[src/rtl/fetch_pkg.sv]
// Shared definitions for the instruction-fetch slice: RV32 opcodes used for
// immediate-format selection, immediate-format codes, the canonical NOP and
// the fetch sequencer state type.
package fetch_pkg;

    localparam logic [6:0] OP_IMM    = 7'b0010011;
    localparam logic [6:0] OP_LOAD   = 7'b0000011;
    localparam logic [6:0] OP_JALR   = 7'b1100111;
    localparam logic [6:0] OP_STORE  = 7'b0100011;
    localparam logic [6:0] OP_BRANCH = 7'b1100011;
    localparam logic [6:0] OP_LUI    = 7'b0110111;
    localparam logic [6:0] OP_AUIPC  = 7'b0010111;
    localparam logic [6:0] OP_JAL    = 7'b1101111;

    // addi x0, x0, 0
    localparam logic [31:0] NOP_INSN = 32'h0000_0013;

    typedef enum logic [2:0] {
        IMM_NONE = 3'd0,
        IMM_I    = 3'd1,
        IMM_S    = 3'd2,
        IMM_B    = 3'd3,
        IMM_U    = 3'd4,
        IMM_J    = 3'd5
    } immode_t;

    typedef enum logic [1:0] {
        ST_BOOT,
        ST_FETCH,
        ST_DRAIN
    } fetch_state_t;

endpackage

[src/rtl/fetch_ctrl_if.sv]
// Instruction-memory request/acknowledge bus. The fetch sequencer is the
// master; the instruction memory (or its model) is the slave.
interface fetch_ctrl_if #(
    parameter int unsigned WordSize = 32
);

    logic                imem_req;
    logic [WordSize-1:0] imem_addr;
    logic                imem_ack;
    logic [31:0]         imem_rdata;

    modport master (
        output imem_req,
        output imem_addr,
        input  imem_ack,
        input  imem_rdata
    );

    modport slave (
        input  imem_req,
        input  imem_addr,
        output imem_ack,
        output imem_rdata
    );

endinterface

[src/rtl/immode_decode.sv]
// Opcode to immediate-format decoder. Purely combinational so the decode
// stage can reuse it on its own copy of the instruction.
module immode_decode
    import fetch_pkg::*;
(
    input  logic [6:0] opcode,
    output immode_t    mode
);

    // Map the major opcode onto its immediate encoding; unknown opcodes carry none.
    always_comb begin
        mode = IMM_NONE;
        case (opcode)
            OP_IMM, OP_LOAD, OP_JALR: mode = IMM_I;
            OP_STORE:                 mode = IMM_S;
            OP_BRANCH:                mode = IMM_B;
            OP_LUI, OP_AUIPC:         mode = IMM_U;
            OP_JAL:                   mode = IMM_J;
            default:                  mode = IMM_NONE;
        endcase
    end

endmodule

[src/rtl/fetch_ctrl.sv]
// Instruction-fetch sequencer feeding the IF/ID register. Keeps one fetch
// outstanding at a time, holds returned words in an output register backed
// by a one-entry skid buffer so IF/ID stalls never drop a word, and flushes
// on redirect. A request that is in flight when a redirect arrives cannot be
// withdrawn, so it is drained at its original address and its data dropped.
// The interface instance must be built with the same WordSize as this module.
module fetch_ctrl
    import fetch_pkg::*;
#(
    parameter int unsigned         WordSize    = 32,
    parameter logic [WordSize-1:0] ResetVector = '0
) (
    input  logic                clk,
    input  logic                rstn,
    fetch_ctrl_if.master        imem,
    input  logic                stall,
    input  logic                redirect,
    input  logic [WordSize-1:0] redirect_pc,
    output logic [31:0]         ins_out,
    output logic [WordSize-1:0] pc_out,
    output logic                ins_valid,
    output logic [2:0]          immode
);

    localparam logic [WordSize-1:0] PcStep = WordSize'(4);

    fetch_state_t        state;
    logic [WordSize-1:0] pc_q;
    logic [WordSize-1:0] drain_addr;
    logic                skid_valid;
    logic [31:0]         skid_ins;
    logic [WordSize-1:0] skid_pc;

    logic                accept;
    logic                consume;
    logic [WordSize-1:0] redirect_target;
    immode_t             mode;
    logic                unused_redirect_lsbs;

    // The request is a pure function of registered state, so it cannot glitch
    // and it stays asserted at a fixed address until the acknowledge lands.
    assign imem.imem_req  = (state == ST_DRAIN) || ((state == ST_FETCH) && !skid_valid);
    assign imem.imem_addr = (state == ST_DRAIN) ? drain_addr : pc_q;

    assign accept          = imem.imem_req && imem.imem_ack;
    assign consume         = ins_valid && !stall;
    assign redirect_target = {redirect_pc[WordSize-1:2], 2'b00};
    assign unused_redirect_lsbs = ^redirect_pc[1:0];

    // Sequencer, PC, output register and skid buffer; redirect wins over all else.
    always_ff @(posedge clk or negedge rstn) begin
        if (!rstn) begin
            state      <= ST_BOOT;
            pc_q       <= ResetVector;
            drain_addr <= '0;
            skid_valid <= 1'b0;
            skid_ins   <= NOP_INSN;
            skid_pc    <= '0;
            ins_valid  <= 1'b0;
            ins_out    <= NOP_INSN;
            pc_out     <= '0;
        end else if (redirect) begin
            ins_valid  <= 1'b0;
            ins_out    <= NOP_INSN;
            skid_valid <= 1'b0;
            pc_q       <= redirect_target;
            case (state)
                ST_BOOT:  state <= ST_FETCH;
                ST_FETCH: begin
                    if (imem.imem_req && !imem.imem_ack) begin
                        state      <= ST_DRAIN;
                        drain_addr <= pc_q;
                    end
                end
                // An ack here retires the stale request, so fetching can resume.
                ST_DRAIN: if (imem.imem_ack) state <= ST_FETCH;
                default:  state <= ST_BOOT;
            endcase
        end else begin
            case (state)
                ST_BOOT:  state <= ST_FETCH;
                ST_DRAIN: if (imem.imem_ack) state <= ST_FETCH;
                ST_FETCH: begin
                    if (accept) pc_q <= pc_q + PcStep;
                    if (consume && skid_valid) begin
                        ins_out    <= skid_ins;
                        pc_out     <= skid_pc;
                        ins_valid  <= 1'b1;
                        skid_valid <= accept;
                        skid_ins   <= imem.imem_rdata;
                        skid_pc    <= pc_q;
                    end else if (accept && (!ins_valid || consume)) begin
                        ins_out   <= imem.imem_rdata;
                        pc_out    <= pc_q;
                        ins_valid <= 1'b1;
                    end else if (accept) begin
                        skid_ins   <= imem.imem_rdata;
                        skid_pc    <= pc_q;
                        skid_valid <= 1'b1;
                    end else if (consume) begin
                        ins_valid <= 1'b0;
                        ins_out   <= NOP_INSN;
                    end
                end
                default: state <= ST_BOOT;
            endcase
        end
    end

    immode_decode u_immode_decode (
        .opcode (ins_out[6:0]),
        .mode   (mode)
    );

    assign immode = mode;

endmodule

[src/flat_wrapper.sv]
// flat-port wrapper written by rule: the top's interface ports become plain ports
module fetch_ctrl_flat import fetch_pkg::*;
#(
    parameter int unsigned         WordSize    = 32,
    parameter logic [WordSize-1:0] ResetVector = '0
)
  (clk, rstn, stall, redirect, redirect_pc, ins_out, pc_out, ins_valid, immode, imem_imem_req, imem_imem_addr, imem_imem_ack, imem_imem_rdata);
  fetch_ctrl_if #(.WordSize(WordSize)) imem_i ();
  input  logic clk;
  input  logic rstn;
  input  logic stall;
  input  logic redirect;
  input  logic [WordSize-1:0] redirect_pc;
  output logic [31:0] ins_out;
  output logic [WordSize-1:0] pc_out;
  output logic ins_valid;
  output logic [2:0] immode;
  output wire logic [$bits(imem_i.imem_req)-1:0] imem_imem_req;
  output wire logic [$bits(imem_i.imem_addr)-1:0] imem_imem_addr;
  input wire logic [$bits(imem_i.imem_ack)-1:0] imem_imem_ack;
  input wire logic [$bits(imem_i.imem_rdata)-1:0] imem_imem_rdata;
  assign imem_imem_req = imem_i.imem_req;
  assign imem_imem_addr = imem_i.imem_addr;
  assign imem_i.imem_ack = imem_imem_ack;
  assign imem_i.imem_rdata = imem_imem_rdata;
  fetch_ctrl #(.WordSize(WordSize), .ResetVector(ResetVector)) u_core (.clk(clk), .rstn(rstn), .imem(imem_i), .stall(stall), .redirect(redirect), .redirect_pc(redirect_pc), .ins_out(ins_out), .pc_out(pc_out), .ins_valid(ins_valid), .immode(immode));
endmodule
[config.mk]
export PLATFORM = sky130hd
export DESIGN_NAME = fetch_ctrl_flat
export DESIGN_NICKNAME = d
export VERILOG_FILES = /design/src/rtl/fetch_pkg.sv /design/src/rtl/fetch_ctrl_if.sv /design/src/rtl/immode_decode.sv /design/src/rtl/fetch_ctrl.sv /design/src/flat_wrapper.sv
export SDC_FILE = /design/constraint.sdc
export NUM_CORES = 1
export LEC_CHECK = 0
export CORE_UTILIZATION = 58
export CTS_BUF_LIST = sky130_fd_sc_hd__clkbuf_8
export CTS_CLUSTER_DIAMETER = 60
export DETAILED_ROUTE_END_ITERATION = 10
export MAX_ROUTING_LAYER = met4
export PLACE_DENSITY_LB_ADDON = 0.15
export RECOVER_POWER = 100
export SYNTH_ARGS = -nofsm -noshare
export SYNTH_HDL_FRONTEND = slang
export SYNTH_HIERARCHICAL = 1
export SYNTH_SLANG_ARGS = --single-unit
[constraint.sdc]
create_clock -name clk -period 3.2 [get_ports clk]
set_clock_uncertainty 0.05 [all_clocks]
set_input_delay 0.48 -clock clk [delete_from_list [all_inputs] [get_ports clk]]
set_output_delay 0.48 -clock clk [all_outputs]
set_load 0.005 [all_outputs]
After elaboration in Yosys (flattened, before gate mapping)
Cells that the tools add are included.

Register bits: 196. Latch bits: 0. Bits in writable memories: 0. Bits in read-only memories: 0. Output and inout port bits: 101. Logic and storage cells: 89. Memories: 0.

Add/sub/neg operators: 1. Multiply operators: 0. Divide/modulo/power cells: 0. $lt $le $gt $ge: 0. Eq/ne operators: 15. Shift-type cells: 0. Muxes and demuxes: 35. Bitwise gates (word level): 1. Reduce and logical (&&, ||, !) cells: 28.

Operator list (number): $mux 32 (18); $add 32x3->32 const B (1); $eq 7x7->1 const B (3); $pmux 3 s5 (1); $eq 7x5->1 const B (2); $eq 7x6->1 const B (2); $pmux 2 s3 (2); $reduce_and 3->1 (4); $mux 1 (11); $reduce_bool 2->1 (4); $eq 7x2->1 const B (1); $logic_and 1x1->1 (6); $mux 2 (3); $logic_not 1->1 (4); $ne 2x2->1 const B (2); $ne 4x4->1 const B (1); $reduce_and 2->1 (2); $reduce_and 4->1 (1); $reduce_bool 4->1 (1); $ne 3x2->1 const B (1); $reduce_bool 3->1 (1); $reduce_or 3->1 (1); $eq 2x1->1 const B (1); $eq 2x2->1 const B (1); 5 further kinds (6).

Depth between registers and ports, before layout
Gate-level depths: netlist of the first run.

Depth after elaboration: 9. Mapped depth: 8.

Cells and area by module
The synthesis of the first run kept the hierarchy.

Modules (own cells, without submodules): fetch_ctrl (instances 1, cells an instance 783, area each 8558.2 µm², sequential area each 4712.0 µm²); immode_decode (instances 1, cells an instance 11, area each 67.6 µm², sequential area each 0.0 µm²).

Worst setup path before layout of the first run
OpenSTA, ideal clock, no wires.

Kind: flip-flop to flip-flop. Start: register u_core.state[1]. End: register u_core.skid_pc[14]. Setup time: 0.125 ns. Arrival: 1.795 ns. Path slack: 1.230 ns. Cell stages (with the launch flop): 7. Buffers on the path: 1. Period minus slack after synthesis: 1.970 ns. Cells stage by stage: dfrtp_1 > nand2b_1 > o21ai_0 > nand3_1 > a21oi_2 > buf_4 > mux2_2.

Longest elaborated chain between the ends: 7. Elaborated cells on any way between the ends: 9. Classes of those cells: eq/ne: 3; reduce/logical: 6.

RTL lines: start: declaration (line fetch_ctrl.sv:27) `fetch_state_t state;`; start signal: assignment (line fetch_ctrl.sv:53) `state <= ST_BOOT;`; start signal: assignment (line fetch_ctrl.sv:68) `ST_BOOT: state <= ST_FETCH;`; start signal: assignment (line fetch_ctrl.sv:71) `state <= ST_DRAIN;`; $eq 2x1->1 (line fetch_ctrl.sv:42) `assign imem.imem_req = (state == ST_DRAIN) || ((state == ST_FETCH) && !skid_valid);`; $logic_and 1x1->1 (line fetch_ctrl.sv:42); $logic_or 1x1->1 * (line fetch_ctrl.sv:42); via imem_imem_req (line flat_wrapper.sv:18) `output wire logic [$bits(imem_i.imem_req)-1:0] imem_imem_req;`; $logic_and 1x1->1 * (line fetch_ctrl.sv:45) `assign accept = imem.imem_req && imem.imem_ack;`; $logic_and 1x1->1 (line fetch_ctrl.sv:92) `end else if (accept && (!ins_valid || consume)) begin`; $ne 2x1->1 (no source line); $reduce_and 4->1 (no source line) *; end signal: assignment (line fetch_ctrl.sv:91) `skid_pc <= pc_q;`; end signal: assignment (line fetch_ctrl.sv:98) `skid_pc <= pc_q;`; end: declaration (line fetch_ctrl.sv:32) `logic [WordSize-1:0] skid_pc;`.

Mark *: on every way through the listed nets, which the timed path passes. The rest lies on a longest branch. A chain may end at the register's enable or synchronous reset.

Worst setup path after layout of the first run
Start: register u_core.state[1]. End: output port imem_imem_addr[3].

Longest elaborated chain between the ends: 2.

RTL lines: $eq 2x2->1 (line fetch_ctrl.sv:43) `assign imem.imem_addr = (state == ST_DRAIN) ? drain_addr : pc_q;`; $mux 32 (line fetch_ctrl.sv:43); end: declaration (line flat_wrapper.sv:19) `output wire logic [$bits(imem_i.imem_addr)-1:0] imem_imem_addr;`.

Every way passes these cells.

==> results of run 1 <==
-- area by class of cell --
class                      count  area, um2
clock buffer                  23      316.6
sequential                   188       4712
clock inverter                 7      65.06
multi-input combinational    511       3516
fill                        1031       3809
tap                          184      230.2
inverter                      33      123.9
timing repair buffer         184       1762
-- routing by layer --
| layer | track usage [%] | share of wire (%) | vias up |
|---|---|---|---|
| li1 | - | - | 3020 |
| met1 | 38.02 | 44 | 3265 |
| met2 | 43.99 | 48 | 238 |
| met3 | 5.540 | 6.0 | 28 |
| met4 | 8.929 | 1.7 | 0 |
| met5 | - | 0 | - |
-- power groups by stage --
stage	clock, W	sequential (W)	combinational [W]
floorplan	0	0.00341	0.000909
global placement	0	0.00347	0.00174
detailed placement	0	0.00354	0.00180
CTS	0.00155	0.00349	0.00181
global route	0.00165	0.00357	0.00187
finish	0.00152	0.00349	0.00168
-- cells in the final DEF, fill, tap and decap left out, types with 3 or more instances in the layout --
cell type	count
mux2i_1	33
nor2_1	36
xnor2_1	9
clkbuf_8	23
xor2_1	18
nand4_1	12
a222oi_1	29
clkbuf_2	6
nor4_1	6
buf_4	13
dfrtp_1	182
mux2_1	5
and3_1	8
and2_1	3
o21ai_0	28
a21oi_1	36
dfstp_1	3
dlygate4sd3_1	93
dfstp_2	3
nor2b_1	5
nand3_1	19
mux2_2	89
inv_1	35
nor3_1	4
nand2b_1	6
clkdlybuf4s50_1	69
o22ai_1	3
conb_1	4
nand2_1	129
-- critical path, cell delays in order, from the launching register on --
cell	delay, ps
dfrtp_1	460
nor2b_1	200
clkbuf_2	360
nand2_1	110
nand2_1	110
dlygate4sd3_1	580
-- repair_timing --
action                                 CTS  global route
endpoints found under the hold margin   54             0
resized for setup                        0             0
hold buffers                             1             0
-- kinds of logic after synthesis --
logic type      synth area share [%]
other cells                  0.04347
xor+xnor                       2.742
flops                          54.63
compound gates                 8.297
fa+ha+maj                     0.1450
simple gates                   13.11
mux                            16.10
buf+inv                        4.932
-- synthesized netlist by cell type, types with 9 or more instances --
cell type / number
dfrtp_1: 182
nand2_1: 130
mux2_2: 89
a21oi_1: 37
nor2_1: 37
clkbuf_1: 33
inv_1: 33
mux2i_1: 33
a222oi_1: 29
o21ai_0: 28
nand3_1: 19
xor2_1: 18
buf_4: 12
nand4_1: 12
buf_1: 10
buf_2: 9
xnor2_1: 9
-- through the flow --
stage	total power, W	instances	setup WS [ps]
detailed placement	0.005340	1099	410.8
global placement	0.005214	1099	513.9
global route	0.007085	1130	251.1
finish	0.006688	1130	393.1
CTS	0.006858	1130	584.2
floorplan	0.004324	797	1230
-- registers in the layout, indices dropped and copies added, names as in the netlist --
signal,cells
u_core/state,2
u_core/ins_out,32
u_core/skid_valid,1
u_core/ins_valid,1
u_core/drain_addr,30
u_core/skid_ins,32
u_core/skid_pc,30
u_core/pc_out,30
u_core/pc_q,30
-- path summary, 6_finish.rpt --
check	start	end	cells after the start
max in group asynchronous	rstn	u_core/ins_out[24]	3
hold / removal	u_core/ins_out[14]	u_core/ins_out[14]	2
setup reg to reg	u_core/state[0]	u_core/skid_pc[16]	7
hold reg to reg	u_core/ins_out[14]	u_core/ins_out[14]	2
setup / recovery	u_core/state[1]	imem_imem_addr[3]	5
min in group asynchronous	rstn	u_core/pc_out[24]	2
==> metrics, run 1 <==
Mean Syn Cell Area=10.86 um2; Psw=around 0.0019 W; post-CTS setup buffer count=0; routed via count=~6.6k; Yosys cell types=between 40 and 50; share of layout cells above drive strength 1=about 16%; Yosys reg bits=between 150 and 200; top cell type's share of synthesized area=between 50% and 60%; CTS tree=built; Flop pwr share=~52%; Setup Viol. Count Final=0; worst min-delay path category=register to register; Worst setup EP type=output port; Num CTS Buffers=17; number of enable flip-flop cells after synthesis=0; DR pass1 iterations=9; status=finished, violations left; I/O pin total=170; clock slew seen by the registers of the worst setup and hold paths=roughly 90 ps; initial core utilization=approximately 59%; Final nets=approximately 1k; first-pass GRT wire length=around 32,000 um; clock root buffer=clkbuf_8; Post-Route Utilization=approximately 74%; switching fraction of total power=between 20 and 30%; async set or reset register ratio after synthesis=100.0%; Layout area overhead=24.34%; Setup CP Type=register to output port; final WL=20,510 um; CTS H-Tree Depth=4; gp weighted congestion=0.8381; Core ar.=~0.015 mm2; Die ar.=between 0.015 and 0.02 mm2; hpwl dp=13,930 um; number of max-cap violations=1; Pint=about 0.0048 W; data arrival time of the worst path=2280 ps; unrepaired setup endpoints after global routing=no; Final Hold Slack=approximately 440 ps; Syn Inst Count=slightly below 800; finished layout cell area=roughly 0.011 mm2; WP data required=2670 ps; r2r setup slk=430 ps; clock share of power=22.8%; row count=44; fin crit share=a little under 90%; clock tree buffer depth=2; PwrDens=around 620 mW/mm2; maximum fanout along the worst path=15; Seq/Total Area, Yosys=a little over half; max-slew violations=70; yosys warns=6; GRT Total Usage=about 28%; ys flop type=dfrtp_1; setup_tns=0 ps; Worst-Margin Slew=about 1700 ps; largest net degree at the start of global routing=70; CP Launch Type=register; Vias/cell=between 5 and 6; # DRC=0; cell taking the most area after synthesis=dfrtp_1; Achievable Freq=approximately 360 MHz; Die Ht=around 120 um; GRT overflow=0; clk sinks=between 150 and 200; clock latency on the worst-skew pair=between 400 and 500 ps; Final min period=~2800 ps; DR iter-0 viols=around 560; failing checks=max-capacitance violations, max-slew violations; input/output buffers=between 150 and 200; Mapped Area=0.008626 mm2; vias in the first global route=6,406; combinational power share=roughly a quarter; Routed Antenna Nets=0; Hold Vio Cnt, Final=0; Die W=~120 um; dpl cell area=slightly above 0.01 mm2; leakage=5.252 nW; worst vdd ir=0.0004295 V; Ant. Diodes=0; Area contributors post-synth=dfrtp_1, mux2_2, nand2_1; initial antenna violation count=0; relative slew slack=-16.13%; WL/cell=around 18 um
(Power assumes the default switching activity.)
==> inputs of run 2 (changes only) <==
--- a/config.mk
+++ b/config.mk
@@ -12,6 +12,8 @@
 export MAX_ROUTING_LAYER = met4
 export PLACE_DENSITY_LB_ADDON = 0.15
 export RECOVER_POWER = 100
+export SKIP_CTS_REPAIR_TIMING = 1
+export SLEW_MARGIN = 5
 export SYNTH_ARGS = -nofsm -noshare
 export SYNTH_HDL_FRONTEND = slang
 export SYNTH_HIERARCHICAL = 1
==> metrics, run 2 (synthesized netlist as in run 1, its figures left out) <==
status=finished, violations left; failing checks=max-capacitance violations, max-slew violations; number of max-cap violations=1; CTS H-Tree Depth=4; leakage=roughly 5.2 nW; clock root buffer=clkbuf_8; clk sinks=approximately 190; input/output buffers=between 150 and 200; Post-Route Utilization=~74%; final WL=20,450 um; most frequent cells in the layout=dfrtp_1, nand2_1, dlygate4sd3_1; initial antenna violation count=0; Final min period=approximately 2800 ps; row count=44; WP data required=about 2700 ps; placed cell count=between 1k and 1.5k; clock latency on the worst-skew pair=~460 ps; PwrDens=~620 mW/mm2; Vias/cell=approximately 5.8; setup_tns=0 ps; worst vdd ir=roughly 0.00043 V; data arrival time of the worst path=about 2300 ps; Core ar.=0.01453 mm2; initial core utilization=just under 60%; I/O pin total=between 150 and 200; CP Launch Type=register; Non-Filler Instances=between 1k and 1.5k; maximum fanout along the worst path=15; Worst-Margin Slew=1754 ps; DR pass1 iterations=7; clock tree buffer depth=2; DR iter-0 viols=623; gp weighted congestion=about 0.84; Ant. Diodes=0; vias in the first global route=6,406; Die ar.=0.01536 mm2; Die W=about 120 um; Setup Viol. Count Final=0; share of layout cells above drive strength 1=~16%; WL/cell=between 15 and 20 um; clock slew seen by the registers of the worst setup and hold paths=90 ps; Layout area overhead=24.14%; Fillers=around 1.0k; Die Ht=~120 um; commonest non-fill, non-tap cell in the layout=dfrtp_1; Num CTS Buffers=17; GRT Total Usage=about 28%; overall power=~0.0067 W; Final nets=1,004; fin crit share=87.92%; first-pass GRT wire length=32,100 um; CTS tree=built; worst min-delay path category=primary input to asynchronous set/reset pin; routed via count=6,589; GRT overflow=0; Worst setup EP type=output port; Hold Vio Cnt, Final=0; Achievable Freq=355.4 MHz; # DRC=0; Setup CP Type=register to output port; max-slew violations=70; relative slew slack=-16.92%; Routed Antenna Nets=0; unrepaired setup endpoints after global routing=no; largest net degree at the start of global routing=70; largest registers=u_core/ins_out: 32 flops, u_core/skid_ins: 32 flops; hpwl dp=13,930 um
## run 2: cell count changes in the layout (fill, tap and decap cells not counted), sizes merged
| cell | previous run | this run |
|---|---|---|
| buf | 14 | 11 |
| clkbuf | 31 | 34 |
| dlygate4sd3 | 93 | 92 |
## run 2: per-layer routing
| metal | vias to the layer above | track usage, % | wire [um] | share of wire, % |
|---|---|---|---|---|
| li1 | 3024 | - | - | - |
| met2 | 248 | 43.99 | 9854 | 48 |
| met1 | 3285 | 38.02 | 9020 | 44 |
| met4 | 0 | 8.929 | 348 | 1.7 |
| met5 | - | - | 0 | 0 |
| met3 | 32 | 5.540 | 1229 | 6.0 |
## run 2: per-stage QoR
step / setup WS, ps / cell area [um2] / hold WS (ps)
finish: 386.5 / 10710 / 413.2
global route: 255.2 / 10710 / 455.7
CTS: 584.2 / 10770 / -24.54
detailed placement: 410.8 / 10390 / 425.0
global placement: 513.9 / 10390 / 417.0
floorplan: 1230 / 8637 / 134.4
## run 2: final cells by class
type | instances | area [um2] | area share [%]
Clock buffer | 23 | 316.6 | 2.956
Clock inverter | 7 | 65.06 | 0.6076
Inverter | 33 | 123.9 | 1.157
Multi-Input combinational cell | 511 | 3516 | 32.83
Sequential cell | 188 | 4712 | 44.01
Tap cell | 184 | 230.2 | 2.150
Timing Repair Buffer | 183 | 1744 | 16.29
## run 2: where the power goes
part	leakage (nW)	internal (W)	switching [W]
Clock	0.206	0.000728	0.000792
Combinational	2.68	0.000994	0.000681
Sequential	2.36	0.00305	0.000433
## run 2: path summary, 6_finish.rpt
| path | start | endpoint | slack (ps) | depth (start not counted) |
|---|---|---|---|---|
| max | u_core/state[1] | imem_imem_addr[3] | 390 | 5 |
| min | rstn | u_core/pc_out[24] | 410 | 1 |
| max reg2reg | u_core/state[0] | u_core/skid_ins[9] | 400 | 7 |
| min reg2reg | u_core/ins_out[14] | u_core/ins_out[14] | 440 | 2 |
| max in group asynchronous | rstn | u_core/skid_pc[5] | 990 | 2 |
| min in group clk | u_core/ins_out[14] | u_core/ins_out[14] | 440 | 2 |
## run 2: worst max-delay path, cell delays in order (launching register included)
cell           delay (ps)
dfrtp_1               460
nor2b_1               200
clkbuf_2              360
nand2_1               110
nand2_1               110
dlygate4sd3_1         580
==> inputs of run 3 (changes only) <==
--- a/config.mk
+++ b/config.mk
@@ -7,7 +7,7 @@
 export LEC_CHECK = 0
 export CORE_UTILIZATION = 58
 export CTS_BUF_LIST = sky130_fd_sc_hd__clkbuf_8
-export CTS_CLUSTER_DIAMETER = 60
+export CTS_CLUSTER_DIAMETER = 30
 export DETAILED_ROUTE_END_ITERATION = 10
 export MAX_ROUTING_LAYER = met4
 export PLACE_DENSITY_LB_ADDON = 0.15
==> results of run 3 <==
Final layout, timing and power as in run 2 (identical DEF).
